<file path="config.mk">
export PLATFORM = sky130hd
export DESIGN_NAME = alu_cmd_sequencer
export DESIGN_NICKNAME = d
export VERILOG_FILES = /design/src/rtl/alu_pkg.sv /design/src/rtl/alu_cmd_sequencer.sv
export SDC_FILE = /design/constraint.sdc
export NUM_CORES = 1
export LEC_CHECK = 0
export ABC_CLOCK_PERIOD_IN_PS = 3300
export CAP_MARGIN = 30
export CORE_MARGIN = 2
export CORE_UTILIZATION = 30
export DETAILED_ROUTE_END_ITERATION = 12
export PLACE_DENSITY_LB_ADDON = 0.12
export SKIP_LAST_GASP = 1
export SLEW_MARGIN = 10
export SYNTH_ARGS = -nofsm -noshare
export SYNTH_HDL_FRONTEND = slang
export SYNTH_SLANG_ARGS = --single-unit
</file>
<file path="constraint.sdc">
create_clock -name clk -period 3.3 [get_ports clk]
set_input_delay 0.495 -clock clk [delete_from_list [all_inputs] [get_ports clk]]
set_output_delay 0.495 -clock clk [all_outputs]
set_load 0.01 [all_outputs]
</file>
<file path="src/rtl/alu_pkg.sv">
// Shared ALU definitions: op encodings, reserved-op helper and the
// command sequencer state type, imported by the ALU and sequencer.
package alu_pkg;

  localparam logic [2:0] OP_AND  = 3'b000;
  localparam logic [2:0] OP_OR   = 3'b001;
  localparam logic [2:0] OP_ADD  = 3'b010;
  localparam logic [2:0] OP_RSV3 = 3'b011;
  localparam logic [2:0] OP_NOT  = 3'b100;
  localparam logic [2:0] OP_RSV5 = 3'b101;
  localparam logic [2:0] OP_SUB  = 3'b110;
  localparam logic [2:0] OP_SLT  = 3'b111;

  typedef enum logic [1:0] {
    IDLE,
    ISSUE,
    RESP
  } seq_state_e;

  function automatic logic is_reserved_op(input logic [2:0] op);
    return (op == OP_RSV3) || (op == OP_RSV5);
  endfunction

endpackage

</file>
<file path="src/rtl/alu_cmd_sequencer.sv">
// Registers handshaked ALU commands onto the ALU ports and returns the
// captured result over a valid/ready response channel.
// Ports: clk/rst (sync, active-high); cmd_* request channel; alu_*
// operand/result ports; rsp_* response channel; done_cnt (wrapping).
module alu_cmd_sequencer
  import alu_pkg::*;
#(
  parameter int CNT_W = 16
) (
  input  logic             clk,
  input  logic             rst,
  input  logic             cmd_valid,
  output logic             cmd_ready,
  input  logic [2:0]       cmd_op,
  input  logic [7:0]       cmd_num1,
  input  logic [31:0]      cmd_num2,
  output logic [2:0]       alu_op,
  output logic [7:0]       alu_num1,
  output logic [31:0]      alu_num2,
  input  logic [31:0]      alu_ans,
  output logic             rsp_valid,
  input  logic             rsp_ready,
  output logic [31:0]      rsp_data,
  output logic [2:0]       rsp_op,
  output logic             rsp_err,
  output logic [CNT_W-1:0] done_cnt
);

  seq_state_e       state_q, state_d;
  logic [2:0]       op_q, op_d;
  logic [7:0]       n1_q, n1_d;
  logic [31:0]      n2_q, n2_d;
  logic             rv_q, rv_d;
  logic [31:0]      rd_q, rd_d;
  logic [2:0]       rop_q, rop_d;
  logic             rerr_q, rerr_d;
  logic [CNT_W-1:0] cnt_q, cnt_d;

  // Ready depends on state only; rst masks it so nothing is
  // accepted on a reset edge.
  assign cmd_ready = (state_q == IDLE) && !rst;

  always_comb begin
    state_d = state_q;
    op_d    = op_q;
    n1_d    = n1_q;
    n2_d    = n2_q;
    rv_d    = rv_q;
    rd_d    = rd_q;
    rop_d   = rop_q;
    rerr_d  = rerr_q;
    cnt_d   = cnt_q;
    unique case (state_q)
      IDLE: begin
        if (cmd_valid) begin
          op_d    = cmd_op;
          n1_d    = cmd_num1;
          n2_d    = cmd_num2;
          state_d = ISSUE;
        end
      end
      ISSUE: begin
        rd_d    = alu_ans;
        rop_d   = op_q;
        rerr_d  = is_reserved_op(op_q);
        rv_d    = 1'b1;
        state_d = RESP;
      end
      RESP: begin
        if (rsp_ready) begin
          rv_d    = 1'b0;
          cnt_d   = cnt_q + 1'b1;
          state_d = IDLE;
        end
      end
      default: state_d = IDLE;
    endcase
  end

  always_ff @(posedge clk) begin
    if (rst) begin
      state_q <= IDLE;
      op_q    <= '0;
      n1_q    <= '0;
      n2_q    <= '0;
      rv_q    <= 1'b0;
      rd_q    <= '0;
      rop_q   <= '0;
      rerr_q  <= 1'b0;
      cnt_q   <= '0;
    end else begin
      state_q <= state_d;
      op_q    <= op_d;
      n1_q    <= n1_d;
      n2_q    <= n2_d;
      rv_q    <= rv_d;
      rd_q    <= rd_d;
      rop_q   <= rop_d;
      rerr_q  <= rerr_d;
      cnt_q   <= cnt_d;
    end
  end

  assign alu_op    = op_q;
  assign alu_num1  = n1_q;
  assign alu_num2  = n2_q;
  assign rsp_valid = rv_q;
  assign rsp_data  = rd_q;
  assign rsp_op    = rop_q;
  assign rsp_err   = rerr_q;
  assign done_cnt  = cnt_q;

endmodule

</file>
### Yosys cells after proc, flatten, opt, wreduce, memory -nomap -nowiden

Cells that the tools add are included.

| cells by class | value |
|---|---|
| reductions and logical operators | 9 |
| add/subtract/negate cells | 1 |
| equal/unequal tests | 6 |
| muxes and demuxes | 5 |

Operator list:

| operator | number |
|---|---|
| adder 16 x 1 -> 16 bit, second input constant | 1 |
| AND reduction 2 bit | 4 |
| one-hot mux 2 bit (3 select lines) | 1 |
| 2-to-1 mux 2 bit | 2 |
| != test 2 bit, second input constant | 2 |
| == test 3 x 2 -> 1 bit, second input constant | 1 |
| == test 3 bit, second input constant | 1 |
| == test 2 x 1 -> 1 bit, second input constant | 1 |
| == test 2 bit, second input constant | 1 |
| zero test 2 bit | 1 |
| one-hot mux 1 bit (2 select lines) | 1 |
| nonzero test 2 bit | 1 |
| logical AND 1 bit | 1 |
| zero test 1 bit | 1 |
| logical OR 1 bit | 1 |
| 2-to-1 mux 1 bit | 1 |

| word-level totals | value |
|---|---|
| output and inout port bits | 97 |
| input port bits | 79 |
| register bits | 98 |
| logic and storage cells | 30 |

### Logic depth before layout (Yosys ltp)

Gate-level depths: netlist of the first run.

| logic depth | value |
|---|---|
| depth in word-level cells | 3 |
| depth in mapped cells | 6 |
| gate-level depth less buffers | 5 |

### Worst setup path before layout of the first run

No wires, ideal clock.

| path | value |
|---|---|
| path kind | input-to-reg |
| start point | in rsp_ready |
| end point | reg cnt_q[15], in the netlist done_cnt[15] |
| setup time | 121 ps |
| stages on the path | 4 |
| setup slack | 1493 ps |
| arrival time | 1687 ps |
| buffers on the path | 0 |
| data required time | 3179 ps |
| cell sequence | nand3b_4 nor4_1 nor3b_1 mux2_2 |

| on the way | value |
|---|---|
| cells in the longest elaborated chain, start to end | 1 |

Ends and longest elaborated chain:

| what | RTL line | RTL |
|---|---|---|
| from (decl) | alu_cmd_sequencer.sv:22 | `input logic rsp_ready,` |
| AND reduction 2 bit (no source line) | -- |  |
| to (signal assigned) | alu_cmd_sequencer.sv:100 | `cnt_q <= cnt_d;` |
| to (decl) | alu_cmd_sequencer.sv:37 | `logic [CNT_W-1:0] cnt_q, cnt_d;` |

Every way passes these cells.
A chain may end at the register's enable or synchronous reset.

### Worst setup path after layout of the first run

| path | value |
|---|---|
| start point | in rst |
| end point | out cmd_ready |

| on the way | value |
|---|---|
| cells in the longest elaborated chain, start to end | 2 |

Ends and longest elaborated chain:

| what | RTL line | RTL |
|---|---|---|
| from (decl) | alu_cmd_sequencer.sv:11 | `input logic rst,` |
| zero test 1 bit | alu_cmd_sequencer.sv:41 | `assign cmd_ready = (state_q == IDLE) && !rst;` |
| logical AND 1 bit | alu_cmd_sequencer.sv:41 |  |
| to (decl) | alu_cmd_sequencer.sv:13 | `output logic cmd_ready,` |

Every way passes these cells.

==> results.yml, run 1 <==
outcome:
  outcome: "finished, final reports clean"
timing:
  achievable-frequency_mhz: 464
  timing.final.max_slew_violations: 0
  timing.final.crit_share: 0.653
  least_margin_pin_slew_ns: 0.653
  finalCriticalPeriod_ns: 2.16
  timing.slew.headroom: 0.565
  fin_worst_skew_ns: 0.00489
  timing_hold_violations_final: 0
  fin_setup_tns_ns: 0
  hold_slack_ns: 0.451
  grt_setup_unrepaired: "false"
  setup_viol_count_final: 0
routing:
  detailroute.via_count: 3473
  drt_wl_total_um: 10100
  firstDrtPassIters: 4
  drcViolationCount: 0
  ant_nets: 0
  vias_per_cell: 4.63
  wire_per_inst_um: 13.5
  drt-initial-drc-count: 172
clocking:
  clock_tree.htree_level_count: 3
  clockBufferDepth: 2
  cts_sinks: 98
  post-cts-setup-buffer-count: 0
  cts_made_buffers: 9
  root_buffer: "sky130_fd_sc_hd__clkbuf_16"
  cts_tree: "yes"
  path_clk_slew_ns: 0.06
  ctsResizeCount: 0
  hold_buffers: 0
  worstSkewPairLatency_ns: 0.33
floorplan:
  std_cell_rows: 39
  top_level_port_count: 176
  die-area_mm2: 0.0127
  die-width_um: 113
  floorplan.core_area_mm2: 0.0115
  initial_util: 0.308
  floorplan.die.height_um: 113
worst_setup_path:
  critPathRequiredTime_ns: 2.80
  timing.critical_path.cells: "buf_4, nor3_1, clkdlybuf4s50_1"
  r2r_end: "done_cnt[10]"
  timing.setup.critical_path_class: "in -> out"
  slowest_stage: "sky130_fd_sc_hd__clkdlybuf4s50_1"
  critPathLaunchType: "input port"
  critical_path.max_fanout: 54
  arrival_ns: 1.66
  critical_path.endpoint_type: "primary output"
  cpLargestDelayFamily: "buffers and inverters"
  rrSetupSlack_ns: 1.48
  timing.critical_path.slowest_cell_delay_ns: 0.61
  crit-reg2reg-launch: "state_q[1]"
  critical_path_buf_inv_count: 2
  worstRegToRegCells: 4
finish:
  final_cells: 750
  area_growth_pct: 61.7
  antenna-diode-count: 0
  layout.filler_cells: 1159
  drive_above_1_share: 0.0445
  nNetsFinal: 683
synth:
  synth.top_cells.by_count: "sky130_fd_sc_hd__nand2_1, sky130_fd_sc_hd__dfxtp_1, sky130_fd_sc_hd__a21oi_1"
  synth_warnings: 0
  asyncSetResetFlopFracSynth: 0
  synth_largest_type_area_fraction: 0.555
  postSynthRegisterBits: 98
  part_of_the_yosys_area_used_for_sequential_elements: 0.555
  synth_enable_flop_cells: 0
  synth.distinct_cells: 31
  syn_area_per_cell_um2: 8.04
  synthesis.area_mm2: 0.00354
  ys_dominant_reg_cell: "sky130_fd_sc_hd__dfxtp_1"
  postSynthCellCount: 440
  yosysMostFrequentCell: "sky130_fd_sc_hd__nand2_1"
  yosys-top-cells-area: "sky130_fd_sc_hd__dfxtp_1, sky130_fd_sc_hd__nand2_1, sky130_fd_sc_hd__a21oi_1"
  syn_nets: 520
  netlist.top_cell.by_area: "sky130_fd_sc_hd__dfxtp_1"
min_path:
  worstHoldStart: "alu_num2[17]"
  timing.hold.worst.class: "reg -> reg"
  timing.hold.worst_path_depth: 2
  worst_hold_path_ep: "alu_num2[17]"
place:
  place.detailed.hpwl_um: 7030
  io_buffers: 175
  place.detailed.instances: 735
  globalplace.congestion: 0.750
power_and_ir_drop:
  p_clk_frac: 0.390
  cellPowerDensity_mw_per_mm2: 475
  p_sw_mw: 0.615
  leakage_nw: 2.08
  power_frac_comb: 0.142
  irDropWorstVdd_mv: 0.280
  power.sequential.fraction: 0.468
  internal_power_mw: 2.10
  swShare: 0.226
grt:
  via_count_of_the_first_global_routing_pass: 3193
  antenna_found_initial: 0
  grt_start_max_net_pins: 55
  grt_remaining_overflow: 0
  groute.usage.overall: 0.156
  grt_pass1_wl_um: 16000
run:
  max_cap_violations: 0
[registers in the layout (all words and copies together), names as in the netlist]
| name | flops |
|---|---|
| alu_num2 | 32 |
| rsp_data | 32 |
| done_cnt | 16 |
| alu_num1 | 8 |
| alu_op | 3 |
| rsp_op | 3 |
| state_q | 2 |
| rsp_err | 1 |
| rsp_valid | 1 |
[how the worst max path moves through the flow]
stage | start | endpoint | cells past startpoint
after detailed placement | rsp_ready | done_cnt[12] | 5
after floorplan | rsp_ready | done_cnt[15] | 4
after CTS | rst | cmd_ready | 3
after global routing | rst | cmd_ready | 3
final | rst | cmd_ready | 3
after global placement | rsp_ready | done_cnt[10] | 5
[power groups by stage]
stage	logic, mW	clock network [mW]	registers [mW]
floorplan	0.122	0	1.32
global placement	0.387	0	1.29
detailed placement	0.390	0	1.30
CTS	0.392	1.10	1.27
global route	0.422	1.14	1.28
finish	0.386	1.06	1.27
[layer usage]
metal,routed length (um),up-vias,track usage
li1,-,1756,-
met1,4570,1582,0.200
met2,4400,125,0.242
met3,988,10,0.0556
met4,135,0,0.0585
met5,0,-,0
[layout by cell type, fill, tap and decap left out, drive strengths merged]
master / n
bufinv: 1
inv: 2
and2b: 1
dfxtp: 98
or3b: 1
nand4: 3
nand3b: 1
and2: 2
o21ai: 5
or4: 1
mux2i: 1
xnor2: 3
nand2b: 2
and4: 1
nor2b: 3
and4b: 1
a31o: 1
clkinv: 1
xor2: 5
ha: 1
clkbuf: 13
nand2: 161
buf: 7
nor3b: 1
nand3: 6
and3: 1
a21oi: 85
nor4: 1
clkdlybuf4s50: 174
nor2: 14
mux2: 3
or3: 4
nor3: 3
[through the flow]
| step | power (mW) | instance area (um2) | utilization | setup WS [ns] |
|---|---|---|---|---|
| after floorplan | 1.44 | 3540 | - | 1.49 |
| after global placement | 1.68 | 5410 | 0.472 | 0.947 |
| after detailed placement | 1.69 | 5410 | 0.472 | 0.889 |
| after CTS | 2.76 | 5720 | 0.499 | 1.13 |
| after global routing | 2.84 | 5720 | 0.499 | 1.03 |
| final | 2.72 | 5720 | 0.499 | 1.14 |
[area by class of cell]
type	count	area (um2)	area share
clock buffer	13	270	0.0473
clock inverter	2	35.0	0.00613
inverter	2	7.51	0.00131
multi-input combinational	311	1460	0.255
sequential	98	1960	0.343
tap	143	179	0.0313
timing repair buffer	181	1810	0.316
[cells by family after synthesis]
family,after synthesis,synth area share
AO/OA/AOI/OAI,91,0.130
XOR/XNOR,8,0.0198
adder cells (fa/ha/maj),1,0.00354
buffers and inverters,31,0.0333
flip-flops,98,0.555
multiplexers,4,0.0124
AND/OR/NAND/NOR,207,0.247
[worst register-to-register path, stage by stage, from the launching register on]
cell and delay (ns):
sky130_fd_sc_hd__dfxtp_1 0.46, sky130_fd_sc_hd__nand3b_4 0.16, sky130_fd_sc_hd__or4_1 0.64, sky130_fd_sc_hd__or3_1 0.35
sky130_fd_sc_hd__a21oi_1 0.14
Power figures use the tool's default switching activity.
==> run 2: changes to the inputs <==
--- a/config.mk
+++ b/config.mk
@@ -5,7 +5,7 @@
 export SDC_FILE = /design/constraint.sdc
 export NUM_CORES = 1
 export LEC_CHECK = 0
-export ABC_CLOCK_PERIOD_IN_PS = 3300
+export ABC_CLOCK_PERIOD_IN_PS = 2250
 export CAP_MARGIN = 30
 export CORE_MARGIN = 2
 export CORE_UTILIZATION = 30
==> constraint.sdc (replaced) <==
create_clock -name clk -period 2.25 [get_ports clk]
set_input_delay 0.3375 -clock clk [delete_from_list [all_inputs] [get_ports clk]]
set_output_delay 0.3375 -clock clk [all_outputs]
set_load 0.01 [all_outputs]
==> results.yml, run 2 (synthesis gave the netlist of run 1 again) <==
outcome:
  outcome: "finished, final reports clean"
finish:
  area_of_the_multi_input_gates_mm2: 0.00146
  final_cells: 753
  final_common_cell: "sky130_fd_sc_hd__clkdlybuf4s50_1"
  nNetsFinal: 685
  layout.filler_cells: 1114
  ff_latch_area_mm2: 0.00196
  area_growth_pct: 61.5
  drive_above_1_share: 0.0475
  mostFrequentLayoutCells: "sky130_fd_sc_hd__clkdlybuf4s50_1, sky130_fd_sc_hd__nand2_1, sky130_fd_sc_hd__dfxtp_1"
  antenna-diode-count: 0
worst_setup_path:
  cp-startpoint: "state_q[1]"
  timing.critical_path.slowest_cell_delay_ns: 0.60
  critical_path.endpoint_type: "primary output"
  timing.setup.critical_path_class: "reg -> out"
  timing.critical_path.cells: "nor3_1, clkdlybuf4s50_1"
  worst_setup_path_endpoint: "cmd_ready"
  rrSetupSlack_ns: 0.45
  critical_path.max_fanout: 7
  arrival_ns: 1.60
  critPathRequiredTime_ns: 1.91
  r2r_end: "done_cnt[12]"
  crit-reg2reg-launch: "done_cnt[0]"
  worstRegToRegCells: 5
  slowest_stage: "sky130_fd_sc_hd__clkdlybuf4s50_1"
  critPathLaunchType: "register"
clocking:
  ctsResizeCount: 0
  clockBufferDepth: 2
  worstSkewPairLatency_ns: 0.34
  cts_tree: "yes"
  root_buffer: "sky130_fd_sc_hd__clkbuf_16"
  post-cts-setup-buffer-count: 0
  hold_buffers: 0
  clock_tree.htree_level_count: 3
  cts_sinks: 98
  path_clk_slew_ns: 0.06
  cts_made_buffers: 9
floorplan:
  std_cell_rows: 39
  top_level_port_count: 176
  initial_util: 0.308
  floorplan.die.height_um: 113
  floorplan.core_area_mm2: 0.0115
  die-area_mm2: 0.0127
  die-width_um: 113
routing:
  detailroute.via_count: 3453
  wire_per_inst_um: 13.1
  drcViolationCount: 0
  firstDrtPassIters: 4
  ant_nets: 0
  vias_per_cell: 4.59
  drt-initial-drc-count: 145
  drt_wl_total_um: 9890
place:
  place.detailed.instances: 737
  globalplace.congestion: 0.729
  pre_cts_slack_ns: 0.0722
  place.detailed.hpwl_um: 6930
  io_buffers: 175
power_and_ir_drop:
  irDropWorstVdd_mv: 0.454
  leakage_nw: 2.08
  cellPowerDensity_mw_per_mm2: 681
timing:
  least_margin_pin_slew_ns: 0.628
  timing.slew.headroom: 0.581
  timing.final.max_slew_violations: 0
  grt_setup_unrepaired: "false"
  timing_hold_violations_final: 0
  finalCriticalPeriod_ns: 1.94
  timing.final.crit_share: 0.863
  fin_setup_tns_ns: 0
  setup_viol_count_final: 0
  achievable-frequency_mhz: 515
  setup_ws_ns: 0.309
  fin_worst_skew_ns: 0.00489
grt:
  via_count_of_the_first_global_routing_pass: 3301
  grt_remaining_overflow: 0
  antenna_found_initial: 0
  groute.usage.overall: 0.158
  grt_start_max_net_pins: 62
  grt_pass1_wl_um: 16200
min_path:
  worstHoldStart: "rst"
  timing.hold.worst.class: "in -> reg"
run:
  max_cap_violations: 0
-- run 2: cell count changes in the layout (fill, tap and decap cells not counted), sizes merged --
cell    previous run  this run
clkbuf            13        14
buf                7         9
clkinv             1         2
bufinv             1         0
-- run 2: layout make-up --
| type | count | area share |
|---|---|---|
| Inverter | 2 | 0.00131 |
| Sequential cell | 98 | 0.343 |
| Clock buffer | 14 | 0.0480 |
| Timing Repair Buffer | 183 | 0.319 |
| Tap cell | 143 | 0.0313 |
| Multi-Input combinational cell | 311 | 0.255 |
| Clock inverter | 2 | 0.00175 |
-- run 2: worst min path at each step --
stage | end | slack (ns) | depth (start not counted)
floorplan | state_q[0] | 0.46 | 1
global placement | rsp_err | 0.44 | 2
detailed placement | rsp_data[0] | 0.45 | 2
CTS | state_q[0] | 0.32 | 3
global route | state_q[0] | 0.36 | 3
finish | state_q[0] | 0.33 | 3
-- run 2: routing by layer --
| metal | track usage | up-vias | part of all wire |
|---|---|---|---|
| met1 | 0.201 | 1545 | 0.45 |
| met3 | 0.0680 | 13 | 0.10 |
| met2 | 0.235 | 128 | 0.43 |
| met5 | 0 | - | 0 |
| met4 | 0.0683 | 0 | 0.019 |
| li1 | - | 1767 | - |
-- run 2: power by group --
part	switching, mW	total, mW	internal, mW	leakage [nW]
clock	0.624	1.46	0.837	0.143
combinational	0.246	0.565	0.319	1.13
sequential	0.0444	1.86	1.82	0.800
-- run 2: critical path: cells and delay by family, from the launching register on --
kind,cells,cell delay (ns)
flops,1,0.38
simple gates,1,0.28
buf+inv,1,0.60
-- run 2: metrics by stage --
stage | hold slack [ns] | utilization | total power [mW] | area, um2
finish | 0.332 | 0.498 | 3.89 | 5710
global route | 0.357 | 0.498 | 4.09 | 5710
CTS | 0.321 | 0.498 | 3.95 | 5710
detailed placement | 0.446 | 0.473 | 2.48 | 5430
global placement | 0.440 | 0.473 | 2.47 | 5430
floorplan | 0.459 | - | 2.12 | 3540
